==> src/rtl/clk_period_monitor_pkg.sv <==
// Shared definitions for the clock period monitor and the divider status logic.
package clk_period_monitor_pkg;

  localparam int CNT_W_DEF = 24;

  localparam logic [1:0] WAIT_FIRST = 2'd0;
  localparam logic [1:0] MEASURE    = 2'd1;
  localparam logic [1:0] LOST       = 2'd2;

endpackage

==> src/rtl/sync_rise_detect.sv <==
// Two-flop synchroniser with rising-edge detect, masked until 3 cycles after reset
// so an input already high at reset release never looks like an edge.
module sync_rise_detect (
  input  logic clk_in,
  input  logic rst_n,
  input  logic async_in,
  output logic rise
);

  logic       s1, s2, s3;
  logic [1:0] arm_cnt;
  logic       armed;

  assign armed = (arm_cnt == 2'd3);
  assign rise  = s2 & ~s3 & armed;

  always_ff @(posedge clk_in) begin
    if (!rst_n) begin
      s1      <= 1'b0;
      s2      <= 1'b0;
      s3      <= 1'b0;
      arm_cnt <= 2'd0;
    end else begin
      s1 <= async_in;
      s2 <= s1;
      s3 <= s2;
      if (!armed) arm_cnt <= arm_cnt + 2'd1;
    end
  end

endmodule

==> src/rtl/clk_period_monitor.sv <==
// Measures the period of a slow asynchronous clock in clk_in cycles, checks it
// against an expected window and flags loss of clock.
module clk_period_monitor
  import clk_period_monitor_pkg::*;
#(
  parameter int CNT_W       = CNT_W_DEF,
  parameter int EXP_PERIOD  = 4_999_682,
  parameter int TOL         = 64,
  parameter int TIMEOUT_CYC = 6_000_000
) (
  input  logic             clk_in,
  input  logic             rst_n,
  input  logic             clk_mon,
  output logic [CNT_W-1:0] period_out,
  output logic             valid,
  output logic             in_range,
  output logic             lost,
  output logic [15:0]      meas_cnt
);

  // Lower bound clamps at zero when TOL exceeds the expected period.
  localparam int               LO_I = (EXP_PERIOD > TOL) ? EXP_PERIOD - TOL : 0;
  localparam logic [CNT_W:0]   LO_B = (CNT_W+1)'(LO_I);
  localparam logic [CNT_W:0]   HI_B = (CNT_W+1)'(EXP_PERIOD + TOL);
  localparam logic [CNT_W-1:0] TO_B = CNT_W'(TIMEOUT_CYC);

  logic [1:0]       state;
  logic [CNT_W-1:0] cnt;
  logic [CNT_W-1:0] cnt_inc;
  logic             rise;
  logic             in_win;

  sync_rise_detect u_rise (
    .clk_in   (clk_in),
    .rst_n    (rst_n),
    .async_in (clk_mon),
    .rise     (rise)
  );

  assign cnt_inc = cnt + CNT_W'(1);
  assign in_win  = ({1'b0, cnt_inc} >= LO_B) && ({1'b0, cnt_inc} <= HI_B);

  always_ff @(posedge clk_in) begin
    if (!rst_n) begin
      state      <= WAIT_FIRST;
      cnt        <= '0;
      period_out <= '0;
      valid      <= 1'b0;
      in_range   <= 1'b0;
      lost       <= 1'b0;
      meas_cnt   <= '0;
    end else begin
      valid <= 1'b0;
      case (state)
        WAIT_FIRST: begin
          if (rise) begin
            state <= MEASURE;
            cnt   <= '0;
          end
        end
        MEASURE: begin
          // A rise on the timeout cycle is still a valid measurement.
          if (rise) begin
            period_out <= cnt_inc;
            in_range   <= in_win;
            valid      <= 1'b1;
            meas_cnt   <= meas_cnt + 16'd1;
            cnt        <= '0;
          end else if (cnt_inc == TO_B) begin
            state <= LOST;
            lost  <= 1'b1;
          end else begin
            cnt <= cnt_inc;
          end
        end
        LOST: begin
          if (rise) begin
            state <= MEASURE;
            cnt   <= '0;
            lost  <= 1'b0;
          end
        end
        default: state <= WAIT_FIRST;
      endcase
    end
  end

endmodule

==> config.mk <==
export PLATFORM = sky130hd
export DESIGN_NAME = clk_period_monitor
export DESIGN_NICKNAME = d
export VERILOG_FILES = /design/src/rtl/clk_period_monitor_pkg.sv /design/src/rtl/sync_rise_detect.sv /design/src/rtl/clk_period_monitor.sv
export SDC_FILE = /design/constraint.sdc
export NUM_CORES = 1
export LEC_CHECK = 0
export CORE_ASPECT_RATIO = 1.4
export CORE_MARGIN = 2
export CORE_UTILIZATION = 30
export CTS_CLUSTER_SIZE = 28
export DETAILED_ROUTE_END_ITERATION = 10
export MAX_ROUTING_LAYER = met4
export SLEW_MARGIN = 25
export SYNTH_ARGS = -nofsm -noshare
export SYNTH_HDL_FRONTEND = slang
export SYNTH_SLANG_ARGS = --single-unit
==> constraint.sdc <==
create_clock -name clk_in -period 4.5 [get_ports clk_in]
set_input_delay 1.35 -clock clk_in [delete_from_list [all_inputs] [get_ports clk_in]]
set_output_delay 1.35 -clock clk_in [all_outputs]
set_load 0.05 [all_outputs]
==> run summary <==
=====================================================================================
Area of the die                                                            13600 um^2
Root buffer cell                                                         sky130_fd_sc_hd__clkbuf_16
Unrepaired setup endpoints after global routing                                 false
Starting DRC count in detailed routing                                            216
Total leakage power                                                        0.00154 uW
Largest net degree at the start of global routing                                  51
Floorplan die height                                                           137 um
Area added between synthesis and finish                                         22.1%
Number of H-tree levels                                                             3
Number of hold violations in the final report                                       0
DIE WIDTH                                                                     99.2 um
Setup Fix Bufs, Post-CTS                                                            0
CTS clock-pin slew for the worst setup and hold paths                           50 ps
Number of enable-type register cells in the synthesized netlist                     0
R2r setup slk                                                                  470 ps
Share of post-route cells with drive strength above 1                           7.17%
Worst min-delay path category                                                 reg2reg
Synth Net Count                                                                   475
Detailed placer's ending HPWL                                                 7700 um
Total clock buffers created by CTS                                                  9
Total vias in the final route                                                    3571
Type of the worst setup path                                                  reg2reg
Layout Skew                                                                   7.48 ps
Number of sinks on the clock net                                                   74
Buffers on Ports                                                                   45
Mean number of vias per cell                                                     5.48
First-pass GRT wire length                                                   17000 um
Antenna cell count                                                                  0
Endpoint kind of the worst setup timing path                                flip-flop
Combined area of all synthesized cells                                      3800 um^2
Fin nets                                                                          504
Vias in the first global route                                                   3405
I/O pin count                                                                      46
Required time at the endpoint of the critical path                            4730 ps
Post-layout minimum cycle time                                                4030 ps
Number of violations of the max-capacitance limit                                   0
Number of antenna violations at the first check in global routing                   0
Most frequent standard cell in the layout excluding fill and tap cells   sky130_fd_sc_hd__dfxtp_1
Library cells used by synthesis                                                    57
Clock tree from TritonCTS                                                         yes
Final core utilization                                                          37.5%
Synthesized instance count                                                        468
Headroom to the max-slew limit                                                  36.7%
Final wirelength                                                             10500 um
Number of setup violations in the final report                                      0
Overall fraction of global-route tracks in use                                  16.3%
Number of flip-flops and latches in the synthesized netlist                        74
Overflow left after global routing                                                  0
FF-to-FF path depth                                                                10
Number of hold buffers added after CTS                                              0
Sum of negative setup slack                                                      0 ps
Maximum fanout count along the critical path                                       16
Final slew viol count                                                               0
Arrival time worst endpoint                                                   4260 ps
Commonest non-fill, non-tap cells in the layout                          sky130_fd_sc_hd__dfxtp_1 (74), sky130_fd_sc_hd__nor2_1 (58), sky130_fd_sc_hd__clkdlybuf4s50_1 (45), sky130_fd_sc_hd__nand2_1 (33), sky130_fd_sc_hd__o21ai_0 (30)
Post-synth ARST share                                                              0%
Most frequently used flop master after synthesis                         sky130_fd_sc_hd__dfxtp_1
Hold path startpoint                                                        u_rise.s1
Peak supply drop                                                           0.000166 V
Initial core utilization                                                        30.7%
Startpoint types                                                            flip-flop
Upper clock frequency limit                                                 0.248 GHz
DR pass1 iterations                                                                 4
Gpl congestion                                                                  0.970
Post-route DRC                                                                      0
Final hold slack                                                               442 ps
Transition time at the pin with the least slew margin                          948 ps
Worst hold path depth                                                               1
Mean Syn Cell Area                                                          8.13 um^2
Startpoint of the most critical register-to-register path                      cnt[0]
Row count                                                                          48
Yosys warns                                                                         0
Later-pin clock latency in the skew report                                     340 ps
Sequential share of the synthesized area                                        38.9%
Cell Pwr Density                                                          307 nW/um^2
Worst reg2reg path endpoint                                                   cnt[15]
CORE AREA                                                                  12400 um^2
Maximum buffer depth of the clock tree                                              2
Routed length per instance                                                    16.1 um
Outcome                                                                  finished, final reports clean
Antenna Nets Post-Route                                                             0
Hold-critical path endpoint                                                 u_rise.s2
Total of cells resized after clock tree synthesis                                   0
Period Utilization, post-route                                                  89.6%
=====================================================================================
## critical path, cell delays in order, from the launching register on
cell	delay, ps
sky130_fd_sc_hd__dfxtp_1	510
sky130_fd_sc_hd__ha_1	450
sky130_fd_sc_hd__nand2_1	230
sky130_fd_sc_hd__o21a_1	250
sky130_fd_sc_hd__a2111oi_0	360
sky130_fd_sc_hd__or4b_1	480
sky130_fd_sc_hd__or4b_4	560
sky130_fd_sc_hd__o21ai_2	540
sky130_fd_sc_hd__buf_4	290
sky130_fd_sc_hd__nor4_1	70
sky130_fd_sc_hd__o21a_1	190
## power breakdown
| group | total (uW) | internal [uW] | switching, uW |
|---|---|---|---|
| sequential | 664 | 661 | 3.01 |
| combinational | 37.9 | 11.7 | 26.2 |
| clock | 725 | 458 | 267 |
## cells in the mapped netlist, drive strengths merged, types with 2 or more instances
master,count,area share (%)
or2,3,0.49
or4,5,0.99
buf,10,1.9
o41ai,3,0.69
o21a,3,0.59
nor4,5,0.82
xor2,14,3.4
ha,4,1.3
and3,18,3.0
mux2i,2,0.53
or3,5,0.82
and2,9,1.5
o31ai,2,0.39
inv,7,0.69
nand4,10,2.0
a31oi,3,0.49
or4b,2,0.62
nand4b,6,1.4
and4,7,1.6
o21ai,34,4.6
nor3,15,2.0
nor2b,2,0.33
o211ai,3,0.59
nand3b,2,0.39
a31o,2,0.46
a211oi,17,3.4
xnor2,16,3.7
nand2,33,3.3
nor4b,2,0.46
a21oi,25,3.6
nor2,59,5.8
nand3,29,3.8
dfxtp,74,39
clkbuf,24,2.4
nand4bb,2,0.59
## cell families (layout without fill, tap and decap cells)
group | Yosys count | after routing | share of synthesized area (%)
and+or+nand+nor | 218 | 218 | 30.8
AOI/OAI and AO/OA | 99 | 99 | 16.3
DFF | 74 | 74 | 38.9
buffers and inverters | 41 | 75 | 5.03
xor gates and xnor gates | 30 | 30 | 7.11
adders and majority gates | 4 | 4 | 1.32
muxes | 2 | 2 | 0.526
## per-layer routing
layer  part of all wire [%]  GRT usage [%]  routed length [um]  vias up
met4                    4.3           10.4                 456        0
met1                     41           17.5                4260     1681
li1                       -              -                   -     1741
met2                     51           27.9                5350      117
met3                    4.0           2.54                 421       32
met5                      0              -                   0        -
## sequential cells by signal, summed over array words and instances, names as in the netlist, 2 cells and up
register and count:
meas_cnt 16, state 2, cnt 24, period_out 24, u_rise.arm_cnt 2
## through the flow
| stage | std cells | power [uW] | cell area [um^2] | setup slack (ps) |
|---|---|---|---|---|
| 2_1_floorplan | 468 | 705 | 3800 | 1250 |
| 3_3_place_gp | 636 | 715 | 4340 | 586 |
| 3_5_place_dp | 636 | 716 | 4340 | 524 |
| 4_1_cts | 652 | 1450 | 4640 | 511 |
| 5_1_grt | 652 | 1480 | 4640 | 239 |
| 6_report | 652 | 1430 | 4640 | 468 |
## how the worst max path moves through the flow
stage | from | slack [ps] | cells past startpoint | end
2_1_floorplan | cnt[0] | 1250 | 11 | cnt[0]
3_3_place_gp | cnt[0] | 590 | 10 | cnt[15]
3_5_place_dp | cnt[0] | 520 | 10 | cnt[15]
4_1_cts | cnt[0] | 510 | 10 | cnt[15]
5_1_grt | cnt[0] | 240 | 10 | cnt[15]
6_report | cnt[0] | 470 | 10 | cnt[15]
## final cells by class
cell class	count	area [um^2]
Clock buffer	12	256
Clock inverter	4	50.0
Fill cell	1290	7730
Inverter	7	26.3
Multi-Input combinational cell	353	2140
Sequential cell	74	1480
Tap cell	150	188
Timing Repair Buffer	52	503
Power figures use the tool's default switching activity.
